File: src/rtl/mem_access_unit.sv
// Load/store engine behind the multicycle controller's memory states.
// Takes one request (address, store data, funct3), runs a valid/ready
// handshake with a variable-latency data memory, builds byte strobes and
// replicated store data, and returns sign/zero-extended load data plus a
// one-cycle done (and fault) pulse.
//
//   state  | meaning
//   IDLE   | waiting for req_valid; request is checked and captured here
//   ACCESS | mem_valid high, waiting for mem_ready or the timeout
//   DONE   | one-cycle done pulse, access completed
//   FAULT  | one-cycle done+fault pulse (illegal, misaligned or timed out)
module mem_access_unit #(
  parameter int unsigned TIMEOUT_CYCLES = 255
) (
  input  logic        clk,
  input  logic        rst_n,
  input  logic        req_valid,
  input  logic        req_we,
  input  logic [2:0]  req_funct3,
  input  logic [31:0] req_addr,
  input  logic [31:0] req_wdata,
  output logic        busy,
  output logic        done,
  output logic        fault,
  output logic [31:0] rdata,
  output logic        mem_valid,
  output logic        mem_we,
  output logic [31:0] mem_addr,
  output logic [3:0]  mem_wstrb,
  output logic [31:0] mem_wdata,
  input  logic        mem_ready,
  input  logic [31:0] mem_rdata
);

  typedef enum logic [1:0] {S_IDLE, S_ACCESS, S_DONE, S_FAULT} state_t;

  localparam logic [7:0] CNT_LAST = 8'(TIMEOUT_CYCLES - 1);

  state_t      state_q, state_d;
  logic [7:0]  cnt_q;
  logic        we_q;
  logic [2:0]  f3_q;
  logic [1:0]  off_q;
  logic [31:0] addr_q;
  logic [3:0]  wstrb_q;
  logic [31:0] wdata_q;
  logic [31:0] rdata_q;

  logic        req_legal;
  logic        req_aligned;
  logic        req_ok;
  logic [3:0]  req_wstrb;
  logic [31:0] req_wrep;
  logic [7:0]  ld_byte;
  logic [15:0] ld_half;
  logic [31:0] ld_ext;

  // Request legality, alignment, strobes and lane-replicated store data
  always_comb begin
    req_legal   = 1'b0;
    req_aligned = 1'b1;
    req_wstrb   = 4'b0000;
    req_wrep    = 32'h0;
    if (req_we)
      req_legal = (req_funct3[2] == 1'b0) && (req_funct3[1:0] != 2'b11);
    else
      req_legal = (req_funct3[1:0] != 2'b11) &&
                  !(req_funct3[2] && (req_funct3[1:0] == 2'b10));
    case (req_funct3[1:0])
      2'b01:   req_aligned = (req_addr[0] == 1'b0);
      2'b10:   req_aligned = (req_addr[1:0] == 2'b00);
      default: req_aligned = 1'b1;
    endcase
    if (req_we) begin
      case (req_funct3[1:0])
        2'b00: begin
          req_wstrb = 4'b0001 << req_addr[1:0];
          req_wrep  = {4{req_wdata[7:0]}};
        end
        2'b01: begin
          req_wstrb = req_addr[1] ? 4'b1100 : 4'b0011;
          req_wrep  = {2{req_wdata[15:0]}};
        end
        default: begin
          req_wstrb = 4'b1111;
          req_wrep  = req_wdata;
        end
      endcase
    end
    req_ok = req_legal && req_aligned;
  end

  // Lane selection and extension of the returned memory word
  always_comb begin
    ld_byte = mem_rdata[8*off_q +: 8];
    ld_half = mem_rdata[16*off_q[1] +: 16];
    case (f3_q)
      3'b000:  ld_ext = {{24{ld_byte[7]}}, ld_byte};
      3'b001:  ld_ext = {{16{ld_half[15]}}, ld_half};
      3'b100:  ld_ext = {24'h0, ld_byte};
      3'b101:  ld_ext = {16'h0, ld_half};
      default: ld_ext = mem_rdata;
    endcase
  end

  // State register
  always_ff @(posedge clk or negedge rst_n) begin
    if (!rst_n) state_q <= S_IDLE;
    else        state_q <= state_d;
  end

  // Next-state logic; mem_ready wins over a coincident timeout
  always_comb begin
    state_d = state_q;
    case (state_q)
      S_IDLE:   if (req_valid) state_d = req_ok ? S_ACCESS : S_FAULT;
      S_ACCESS: begin
        if (mem_ready)              state_d = S_DONE;
        else if (cnt_q == CNT_LAST) state_d = S_FAULT;
      end
      default:  state_d = S_IDLE;
    endcase
  end

  // Outputs decoded from state; mem_* payload comes from the capture registers
  always_comb begin
    busy      = (state_q != S_IDLE);
    done      = (state_q == S_DONE) || (state_q == S_FAULT);
    fault     = (state_q == S_FAULT);
    mem_valid = (state_q == S_ACCESS);
    mem_we    = (state_q == S_ACCESS) && we_q;
    mem_addr  = addr_q;
    mem_wstrb = wstrb_q;
    mem_wdata = wdata_q;
    rdata     = rdata_q;
  end

  // Request capture, wait counter and load-data register
  always_ff @(posedge clk or negedge rst_n) begin
    if (!rst_n) begin
      cnt_q   <= 8'h0;
      we_q    <= 1'b0;
      f3_q    <= 3'b000;
      off_q   <= 2'b00;
      addr_q  <= 32'h0;
      wstrb_q <= 4'h0;
      wdata_q <= 32'h0;
      rdata_q <= 32'h0;
    end else begin
      case (state_q)
        S_IDLE: begin
          if (req_valid) begin
            we_q  <= req_we;
            f3_q  <= req_funct3;
            off_q <= req_addr[1:0];
            cnt_q <= 8'h0;
            if (req_ok) begin
              addr_q  <= {req_addr[31:2], 2'b00};
              wstrb_q <= req_wstrb;
              wdata_q <= req_wrep;
            end
          end
        end
        S_ACCESS: begin
          if (mem_ready) begin
            if (!we_q) rdata_q <= ld_ext;
          end else begin
            cnt_q <= cnt_q + 8'h1;
          end
        end
        default: ;
      endcase
    end
  end

endmodule

File: config.mk
export PLATFORM = sky130hd
export DESIGN_NAME = mem_access_unit
export DESIGN_NICKNAME = d
export VERILOG_FILES = /design/src/rtl/mem_access_unit.sv
export SDC_FILE = /design/constraint.sdc
export NUM_CORES = 1
export LEC_CHECK = 0
export ABC_AREA = 0
export ABC_CLOCK_PERIOD_IN_PS = 1800
export BUFFER_PORTS_ARGS = -buffer_cell sky130_fd_sc_hd__buf_2
export CORE_MARGIN = 5
export CORE_UTILIZATION = 45
export DETAILED_ROUTE_END_ITERATION = 12
export GPL_ROUTABILITY_DRIVEN = 0
export MAX_ROUTING_LAYER = met4
export PLACE_DENSITY_LB_ADDON = 0.08
export SYNTH_ARGS = -nofsm -noshare
export SYNTH_HDL_FRONTEND = slang
export SYNTH_SLANG_ARGS = --single-unit
File: constraint.sdc
create_clock -name clk -period 1.8 [get_ports clk]
set_input_delay 0.09 -clock clk [delete_from_list [all_inputs] [get_ports clk]]
set_output_delay 0.09 -clock clk [all_outputs]
set_load 0.02 [all_outputs]
**Word-level counts from Yosys, hierarchy flattened**

Index checks and enable logic that the tools add are counted.

- Output and inout port bits: 105
- Flip-flop bits (word level): 114
- Logic and storage cells: 63
- Bits of input ports: 104

- Mux-type cells: 16
- Shifts and indexed selects: 3
- Reduce and logical (&&, ||, !) cells: 18
- Eq/ne operators: 13
- Bitwise operators: 3
- Add/sub/neg operators: 1

Operator list:

| operator | number |
|---|---|
| one-hot mux 32 bit (4 select lines) | 1 |
| one-hot mux 32 bit (2 select lines) | 1 |
| two-way mux 32 bit | 1 |
| indexed part select 32 x 6 -> 16 bit | 1 |
| indexed part select 32 x 6 -> 8 bit | 1 |
| two-way mux 8 bit | 2 |
| one-hot mux 8 bit (2 select lines) | 1 |
| AND reduction 3 bit | 3 |
| adder 8 x 1 -> 8 bit (second input constant) | 1 |
| == test 8 bit (second input constant) | 1 |
| two-way mux 2 bit | 4 |
| two-way mux 4 bit | 2 |
| one-hot mux 4 bit (2 select lines) | 1 |
| == test 2 bit (second input constant) | 3 |
| == test 3 bit (second input constant) | 2 |
| zero test 2 bit | 3 |
| inequality test 2 bit (second input constant) | 3 |
| logical AND 1 bit | 5 |
| == test 2 x 1 -> 1 bit (second input constant) | 2 |
| one-hot mux 2 bit (2 select lines) | 1 |
| AND reduction 2 bit | 2 |
| nonzero test 2 bit | 2 |
| left shift 1 x 2 -> 4 bit (first input constant) | 1 |
| == test 3 x 1 -> 1 bit (second input constant) | 1 |
| other kinds (7) | 9 |

**Depth between registers and ports, before layout**

Gate-level depths: netlist of run 1.

- Word-level depth: 9
- Depth in mapped cells: 9
- Depth with buffers taken out: 6

**Least setup slack after synthesis of run 1**

No wires, ideal clock.

- Kind: input to register
- From: in req_funct3[0]
- To: reg wdata_q[14], in the netlist mem_wdata[14]
- Stages: 7
- Arrival time: 1,632 ps
- Path buffers: 1
- Slack: 43 ps
- Cell sequence: inv_1 ha_1 a21oi_1 o21ai_2 nor3_4 buf_4 mux2_2

- Word-level cells in the longest chain between the ends: 7

Ends and longest elaborated chain:

| item | line | text |
|---|---|---|
| from (decl) | 19 | `input logic [2:0] req_funct3,` |
| == test 2 bit | 68, 69 |  |
| logical AND 1 bit | 68 | `!(req_funct3[2] && (req_funct3[1:0] == 2'b10));` |
| zero test 1 bit | 68 |  |
| logical AND 1 bit | 67 | `req_legal = (req_funct3[1:0] != 2'b11) &&` |
| two-way mux 1 bit | 64 | `if (req_we)` |
| logical AND 1 bit | 90 | `req_ok = req_legal && req_aligned;` |
| AND reduction 3 bit (no line) | n/a |  |
| to (signal assigned) | 160 | `wdata_q <= req_wrep;` |
| to (decl) | 46 | `logic [31:0] wdata_q;` |

Parallel ways exist; a longest one is shown, timed or not.
A chain may end at the register's enable or synchronous reset.

**Final worst setup path of run 1**

- From: reg state_q[1]
- To: reg wdata_q[31], in the netlist mem_wdata[31]

- Word-level cells in the longest chain between the ends: 2

Ends and longest elaborated chain:

| item | line | text |
|---|---|---|
| from (decl) | 39 | `state_t state_q, state_d;` |
| from (signal assigned) | 109 | `else state_q <= state_d;` |
| zero test 2 bit | 150 | `case (state_q)` |
| AND reduction 3 bit (no line) | n/a |  |

No other way between the ends.

==> results of run 1 <==
## logic make-up (layout without fill, tap and decap cells)
group	count (synthesis)	after routing	synth area share
DFF	114	114	0.521
AOI/OAI and AO/OA	100	100	0.135
muxes	65	65	0.134
adders and majority gates	6	6	0.0137
other	1	3	0.000685
and+or+nand+nor	167	167	0.149
buffers and inverters	43	345	0.0386
xor gates and xnor gates	5	5	0.00800
## final cells by class
| type | instances | area share |
|---|---|---|
| diodes | 1 | 0.000306 |
| flip-flops and latches | 114 | 0.349 |
| repair buffers | 305 | 0.250 |
| clock inverters | 10 | 0.0193 |
| clock buffers | 20 | 0.0571 |
| inverters | 10 | 0.00460 |
| well taps | 147 | 0.0225 |
| multi-input cells | 345 | 0.297 |
## power by group
part	switching, W	total (W)	internal, W
Clock	0.00116	0.00356	0.00240
Combinational	0.00338	0.00568	0.00229
Sequential	0.000682	0.00440	0.00372
Total	0.00523	0.0136	0.00841
## how the worst max path moves through the flow
stage / start / end / cells after the start
floorplan: req_funct3[0] / mem_wdata[14]$_DFFE_PN0P_ / 7
global placement: req_funct3[0] / mem_wdata[20]$_DFFE_PN0P_ / 8
detailed placement: req_funct3[1] / mem_wdata[19]$_DFFE_PN0P_ / 8
CTS: state_q[1]$_DFFE_PN0P_ / mem_addr[13]$_DFFE_PN0P_ / 5
global route: state_q[1]$_DFFE_PN0P_ / mem_wdata[25]$_DFFE_PN0P_ / 6
finish: state_q[1]$_DFFE_PN0P_ / mem_wdata[31]$_DFFE_PN0P_ / 6
## state kept, by name, summed over array words and instances, names as in the netlist
signal / flops
cnt_q: 8
f3_q: 3
mem_addr: 30
mem_wdata: 32
mem_wstrb: 4
off_q: 2
rdata: 32
state_q: 2
we_q: 1
## metal layers
layer,track usage,routed length (µm),vias to the layer above
li1,-,-,2377
met1,0.291,7140,2432
met2,0.391,8230,200
met3,0.0599,1040,19
met4,0.0722,214,0
met5,-,0,-
## stage by stage
| step | std cells | setup TNS [ns] | area [µm²] |
|---|---|---|---|
| 2_1_floorplan | 502 | 0 | 5480 |
| 3_3_place_gp | 851 | -0.264 | 6820 |
| 3_5_place_dp | 851 | -3.78 | 6820 |
| 4_1_cts | 949 | 0 | 8120 |
| 5_1_grt | 952 | -0.0396 | 8170 |
| 6_report | 952 | 0 | 8170 |
## synthesized netlist by cell type (2+ instances only)
cell type,instances
and2_1,3
clkbuf_1,13
or2_2,2
o2bb2ai_2,10
buf_6,2
ha_1,6
mux2i_1,10
nand2_1,44
inv_1,10
nand3b_1,9
a22o_1,18
xnor2_1,4
buf_1,2
o21ai_0,26
o22ai_1,9
nand3_1,34
dfrtp_1,114
mux2_2,33
nor2b_1,2
buf_2,10
mux2_1,21
nand2b_1,4
nor2_1,54
a21oi_1,22
a211oi_1,2
a221oi_1,7
buf_4,6
nor3_1,2
## worst register-to-register path, stage by stage, from the launching register on
cell	delay (ns)
dfrtp_1	0.39
nor2_2	0.18
nand2_2	0.15
nor3_4	0.19
buf_12	0.14
buf_4	0.20
mux2_1	0.35
## what timing repair did
action	in CTS	in global routing
buffers inserted	0	1
endpoints found under the setup margin	0	44
endpoints found under the hold margin	109	0
hold buffers	68	0
==> out/qor.yml, run 1 <==
io_buffers: 206
clkTransAtPathRegs_ns: 0.05
hp-start: "mem_rdata[1]"
dpl_worst_slack_ns: -0.0996
cts_tree: "yes"
clock_latency_ns: 0.41
die_x_um: 120
drt_iter0_drc: 380
timing.hold.ws_ns: 0.0191
synth_edf_count: 0
skew_ns: 0.00589
fillers: 938
drc: 0
final_util: 0.683
routed_wl_um: 16600
power_leakage_nw: 4.01
multi_input_area_um2: 2430
max_freq_mhz: 587
layout.nets: 903
status: "completed"
vias: 5028
num_rows: 40
hpwlAfterDp_um: 11200
finalSetupViolCount: 0
dieArea_um2: 14500
worst_pin_slew_ns: 0.623
wl_per_cell_um: 17.5
reg2reg_to: "mem_wdata[31]$_DFFE_PN0P_"
finalHoldViolCount: 0
path_class: "flip-flop to flip-flop"
clockRootBuffer: "clkbuf_16"
final_common_cell: "buf_2"
cp_top_family: "simple AND/OR/NAND/NOR gates"
slew_headroom: 0.583
cts_max_path_buffers: 2
avgSynthCellArea_um2: 10.9
ys_ff_latch: 114
regArea_um2: 2850
track_usage: 0.238
ys_types: 50
ff2ff_setup_slack_ns: 0.1
period_needed_ns: 1.70
drv_cap: 0
grt-ovfl-total: 0
peakVddDrop_v: 0.000919
cp_data_required_time_ns: 2.09
syn_area_um2: 5470
cpPeakStageDelay_ns: 0.39
synth.largest_area_cell: "dfrtp_1"
hold_path_end: "rdata[1]$_DFFE_PN0P_"
io-pin-count: 209
final_cell_mix: "205 x buf_2, 114 x dfrtp_1, 68 x dlygate4sd3_1, 54 x nor2_1, 44 x nand2_1"
area_delta_synth_final_pct: 49.2
p_per_area_nw_per_um2: 1670
dr.pass1.iters: 5
cp_max_fo: 12
end_kind: "flip-flop"
synth_flop_cell: "dfrtp_1"
synth-async-reset-ratio: 1.00
crit_arrival_ns: 1.99
ant_nets: 0
slew_violations: 0
synth-seq-area-share: 0.521
hp-class: "input port to flip-flop"
drive_gt1_frac: 0.400
ff2ff_path_depth: 6
yosys_warnings: 0
numCtsBuffers: 17
routed_via_density: 5.28
synthCells: 501
setup.worst_path.start_class: "flip-flop"
total_power_w: 0.0136
core_area_um2: 12000
path_buf_inv: 2
timing.rr.start: "state_q[1]$_DFFE_PN0P_"
grt_pass1_vias: 5260
post-route-period-util: 0.947
crit_chain: "nor2_2 > nand2_2 > nor3_4 > buf_12 > buf_4 > mux2_1"
ctsResizeCount: 0
grt_max_degree: 47
cts_htree_levels: 4
start_util: 0.458
ys_top_cells_by_area: "dfrtp_1 52%, mux2_2 6.8%, mux2_1 4.3%"
synth_top_area_frac: 0.521
antenna_found_initial: 1
hold_path_depth: 3
grt_pass1_wl_um: 26400
cts.sinks: 114
setup_ws_ns: 0.0951
cp_slowest_cell: "dfrtp_1"
die_y_um: 120
No activity file was read; power rests on OpenSTA's default activity.
==> run 2, diff against run 1 <==
Settings changed: CORE_UTILIZATION 45 to 46, CTS_BUF_LIST set to sky130_fd_sc_hd__clkbuf_4 sky130_fd_sc_hd__clkbuf_8.
==> run 2 against run 1 <==
  * Power down 8.2%
  * First-iteration DRC count down 20%
  * Setup slack worse by 0.0015 ns
  * Global-route usage up 0.35 points
  * Non-clock buffer count up 17
  * Register-to-register slack about the same
  * Sequential power about the same
==> out/qor.yml, run 2 (synthesis results as in run 1) <==
power_leakage_nw: 3.99
setup.worst_path.start_class: "flip-flop"
clock_latency_ns: 0.44
final_cell_mix: "205 x buf_2, 113 x dfrtp_1, 87 x dlygate4sd3_1, 52 x nor2_1, 44 x nand2_1"
slew_headroom: 0.619
layout.nets: 920
io-pin-count: 209
timing.rr.start: "f3_q[0]$_DFFE_PN0P_"
max_freq_mhz: 586
setup.worst_path.end: "rdata[3]$_DFFE_PN0P_"
area_delta_synth_final_pct: 48.1
p_per_area_nw_per_um2: 1540
drive_gt1_frac: 0.396
core_area_um2: 11500
hold_path_depth: 3
grt_max_degree: 48
final_common_cell: "buf_2"
cts_htree_levels: 4
finalSetupViolCount: 0
hp-class: "input port to flip-flop"
grt_pass1_wl_um: 26700
dieArea_um2: 14200
routed_via_density: 5.24
track_usage: 0.241
ff2ff_setup_slack_ns: 0.09
placedCellCount: 844
skew_ns: 0.00695
cts_max_path_buffers: 2
final_cells: 963
peakVddDrop_v: 0.000953
vias: 5042
numCtsBuffers: 17
finalHoldViolCount: 0
ant_nets: 0
clkTransAtPathRegs_ns: 0.06
routed_wl_um: 16600
io_buffers: 206
dr.pass1.iters: 4
drt_iter0_drc: 303
grt-ovfl-total: 0
diodes: 0
cts_tree: "yes"
period_needed_ns: 1.71
ff2ff_path_depth: 6
num_rows: 39
cp_data_required_time_ns: 2.13
drv_cap: 0
crit_arrival_ns: 2.04
die_x_um: 119
multi_input_area_um2: 2460
die_y_um: 119
slew_violations: 0
clockRootBuffer: "clkbuf_8"
fillers: 876
dpl_worst_slack_ns: -0.0823
cp_max_fo: 4
hpwlAfterDp_um: 11600
path_class: "flip-flop to flip-flop"
reg2reg_to: "rdata[3]$_DFFE_PN0P_"
rsz0062_at_grt: "false"
status: "completed"
startpoint: "f3_q[0]$_DFFE_PN0P_"
end_kind: "flip-flop"
wl_per_cell_um: 17.2
setup_ws_ns: 0.0936
post-route-period-util: 0.948
start_util: 0.475
grt_pass1_vias: 5260
drc: 0
antenna_found_initial: 0
regArea_um2: 2850
cts.sinks: 114
worst_pin_slew_ns: 0.568
[run 2: worst min path at each step]
stage	startpoint	to	slack, ns
6_report	req_funct3[1]	f3_q[1]$_DFFE_PN0P_	0.03
5_1_grt	req_funct3[1]	f3_q[1]$_DFFE_PN0P_	0.004
4_1_cts	req_funct3[1]	f3_q[1]$_DFFE_PN0P_	0.0003
3_5_place_dp	rst_n	rdata[26]$_DFFE_PN0P_	0.009
3_3_place_gp	rst_n	rdata[20]$_DFFE_PN0P_	0.007
2_1_floorplan	rst_n	cnt_q[0]$_DFFE_PN0P_	-0.21
[run 2: critical path, stage by stage (launching register included)]
cell and delay (ns):
dfrtp_1 0.37, nand2b_4 0.15, nor2_2 0.10, buf_4 0.14
a21oi_1 0.06, dlygate4sd3_1 0.56, a221oi_1 0.23
[run 2: metrics by stage]
stage          power (W)  TNS, ns   util  area (µm²)  hold slack, ns
2_1_floorplan    0.00785        0      -        5480          -0.206
3_3_place_gp     0.00978    -1.61  0.588        6780         0.00746
3_5_place_dp     0.00992    -3.23  0.588        6780         0.00941
4_1_cts           0.0125        0  0.698        8030        0.000340
5_1_grt           0.0133        0  0.704        8110         0.00351
6_report          0.0125        0  0.704        8110          0.0252
[run 2: power by group]
| group | total, W | internal [W] | leakage, nW | switching (W) |
|---|---|---|---|---|
| combinational | 0.00569 | 0.00235 | 2.36 | 0.00335 |
| clock | 0.00241 | 0.00143 | 0.206 | 0.000975 |
| sequential | 0.00442 | 0.00372 | 1.43 | 0.000701 |
| total | 0.0125 | 0.00750 | 3.99 | 0.00502 |
[run 2: routing by layer]
layer  up-vias  share of wire  track usage
met3        23          0.066       0.0649
met2       196           0.50        0.381
met5         -              0            -
met4         0          0.019       0.0934
li1       2396              -            -
met1      2427           0.42        0.296
[run 2: layout make-up]
type	instances	share of cell area
clock buffer	22	0.0343
multi-input combinational	345	0.303
sequential	114	0.352
tap	143	0.0221
timing repair buffer	322	0.271
clock inverter	7	0.0136
inverter	10	0.00463
[run 2: timing repair]
action | 4_1_cts | 5_1_grt
hold buffers | 87 | 0
setup buffers | 0 | 1
endpoints found under the setup margin | 0 | 68
resized for setup | 0 | 7
endpoints found under the hold margin | 197 | 0
==> run 3, diff against run 2 <==
Settings changed: ABC_AREA 0 to 1, CTS_BUF_LIST sky130_fd_sc_hd__clkbuf_4 sky130_fd_sc_hd__clkbuf_8 to not set.
==> run 3 against run 2 <==
  * Combinational power grew 7.9%
  * Count of clock-buffer cells in the layout fell by 1
  * Hold slack got worse by 0.011 ns
  * Sequential share of layout area decreased by 1.7 points
  * Critical path type unchanged
==> out/qor.yml, run 3 <==
status: "completed"
multi_input_area_um2: 2670
fillers: 1138
wl_per_cell_um: 13.8
yosys-top-cells-count: "407 x nand2_1, 114 x dfrtp_1, 72 x inv_1, 72 x nor2_1, 57 x nand3_1"
syn_area_um2: 6050
grt_pass1_wl_um: 30000
synth-seq-area-share: 0.472
timing.rr.start: "state_q[0]$_DFFE_PN0P_"
ys_top_cells_by_area: "dfrtp_1 47%, nand2_1 25%, nand3_1 4.7%"
finalSetupViolCount: 0
routed_via_density: 4.71
ant_nets: 0
end_kind: "flip-flop"
cp_top_family: "buffers and inverters"
period_needed_ns: 1.57
avgSynthCellArea_um2: 7.00
synth_flop_cell: "dfrtp_1"
cp_slowest_cell: "dfrtp_1"
cts_max_path_buffers: 2
synth_top_family_by_area: "simple AND/OR/NAND/NOR gates"
cp_data_required_time_ns: 2.11
synthSimpleGateAreaFrac: 0.376
dieArea_um2: 15500
post-route-period-util: 0.875
clockRootBuffer: "clkbuf_16"
finalHoldViolCount: 0
track_usage: 0.243
crit_chain: "inv_2 > nand3_2 > inv_2 > nand2_2 > buf_12 > nand2_1 > nand2_1"
hpwlAfterDp_um: 12700
setup.worst_path.start_class: "flip-flop"
synth_edf_count: 0
start_util: 0.474
antenna_found_initial: 1
cts_tree: "yes"
drive_gt1_frac: 0.247
cts.sinks: 114
skew_ns: 0.00614
die_y_um: 125
final_common_cell: "nand2_1"
tns_ns: 0
max_freq_mhz: 635
cp_max_fo: 66
grt-ovfl-total: 0
synthCells: 864
reg2reg_to: "mem_addr[8]$_DFFE_PN0P_"
io_buffers: 206
ys_ff_latch: 114
hp-class: "input port to flip-flop"
synthAdderAreaFrac: 0.0124
ff2ff_setup_slack_ns: 0.23
slew_violations: 0
regArea_um2: 2850
stdcell_area_um2: 8510
synth_top_area_frac: 0.472
clkTransAtPathRegs_ns: 0.05
core_area_um2: 12800
startpoint: "state_q[0]$_DFFE_PN0P_"
grt_pass1_vias: 6179
grt_max_degree: 67
yosys_warnings: 0
drc: 0
path_class: "flip-flop to flip-flop"
rsz0062_at_grt: "false"
dr.pass1.iters: 5
power_leakage_nw: 5.03
area_delta_synth_final_pct: 40.8
synth-async-reset-ratio: 1.00
ctsResizeCount: 0
path_buf_inv: 3
drt_iter0_drc: 418
ys_types: 28
synthXorXnorAreaFrac: 0.00290
peakVddDrop_v: 0.000819
ff2ff_path_depth: 7
die_x_um: 125
synth_compound_area_frac: 0.0472
crit_cells: 7
worst_pin_slew_ns: 0.528
p_per_area_nw_per_um2: 1680
routed_wl_um: 18100
vias: 6174
placed_area_um2: 7320
cpPeakStageDelay_ns: 0.42
synth.largest_area_cell: "dfrtp_1"
final_cell_mix: "406 x nand2_1, 205 x buf_2, 114 x dfrtp_1, 72 x inv_1, 72 x nor2_1"
slew_headroom: 0.647
clock_latency_ns: 0.42
yosysMostFrequentCell: "nand2_1"
setup.worst_path.end: "mem_addr[8]$_DFFE_PN0P_"
io-pin-count: 209
cts_htree_levels: 4
final_util: 0.666
layout.nets: 1234
synthMuxAreaShare: 0
num_rows: 41
numCtsBuffers: 17
crit_arrival_ns: 1.88
drv_cap: 0
==> run 3: cell count changes after synthesis, moves of 14 or more <==
cell,previous run,this run
nor2_1,54,72
nand2_1,44,407
buf_2,10,24
inv_1,10,72
mux2_1,21,0
nand3_1,34,57
a22o_1,18,0
mux2_2,33,0
==> run 3: layout make-up <==
cell class / count / share of cell area
Multi-Input combinational cell: 630 / 0.313
Sequential cell: 114 / 0.335
Inverter: 78 / 0.0344
Clock buffer: 21 / 0.0553
Timing Repair Buffer: 283 / 0.213
Antenna cell: 1 / 0.000294
Clock inverter: 11 / 0.0232
Tap cell: 172 / 0.0253
==> run 3: repair_timing <==
item | 4_1_cts | 5_1_grt
setup endpoints to repair | 0 | 0
buffers inserted | 0 | 0
hold buffers | 52 | 0
endpoints found under the hold margin | 112 | 0
==> run 3: worst min path at each step <==
| stage | startpoint | end | slack [ns] | depth (start not counted) |
|---|---|---|---|---|
| floorplan | rst_n | cnt_q[0]$_DFFE_PN0P_ | -0.21 | 0 |
| global placement | rst_n | rdata[10]$_DFFE_PN0P_ | 0.08 | 1 |
| detailed placement | rst_n | rdata[3]$_DFFE_PN0P_ | 0.08 | 1 |
| CTS | req_wdata[29] | mem_wdata[29]$_DFFE_PN0P_ | 0.0005 | 5 |
| global route | req_wdata[30] | mem_wdata[30]$_DFFE_PN0P_ | 0.02 | 5 |
| finish | req_wdata[25] | mem_wdata[25]$_DFFE_PN0P_ | 0.01 | 5 |
==> run 3: metrics by stage <==
step	total power, W	setup slack, ns	hold slack, ns	std cells
3_5_place_dp	0.0105	0.234	0.0821	1225
2_1_floorplan	0.00831	0.446	-0.206	865
6_report	0.0143	0.225	0.0142	1310
3_3_place_gp	0.0104	0.247	0.0823	1225
4_1_cts	0.0145	0.219	0.000456	1309
5_1_grt	0.0153	0.0684	0.0195	1310
==> run 3: report_power, final <==
group | switching, W | total [W] | internal [W]
Sequential | 0.000662 | 0.00437 | 0.00371
Clock | 0.00121 | 0.00379 | 0.00258
Combinational | 0.00404 | 0.00614 | 0.00210
==> run 3: kinds of logic (layout without fill, tap and decap cells) <==
group,count (synthesis),in the layout
xor+xnor,2,2
buf+inv,121,393
flops,114,114
other cells,1,3
simple gates,564,564
compound gates,56,56
fa+ha+maj,6,6
==> run 3: tightest hold or removal path, stage by stage <==
cell	delay (ns)
buf_2	0.08
nor2_1	0.03
nor2_1	0.09
nand2_1	0.05
nand2_1	0.05
==> run 3: per-layer routing <==
metal  vias to the layer above  part of all wire  global-route usage
met5                         -                 0                   -
met4                         0             0.025              0.0838
met3                        32             0.074              0.0635
met2                       220              0.47               0.391
met1                      2776              0.43               0.299
li1                       3146                 -                   -
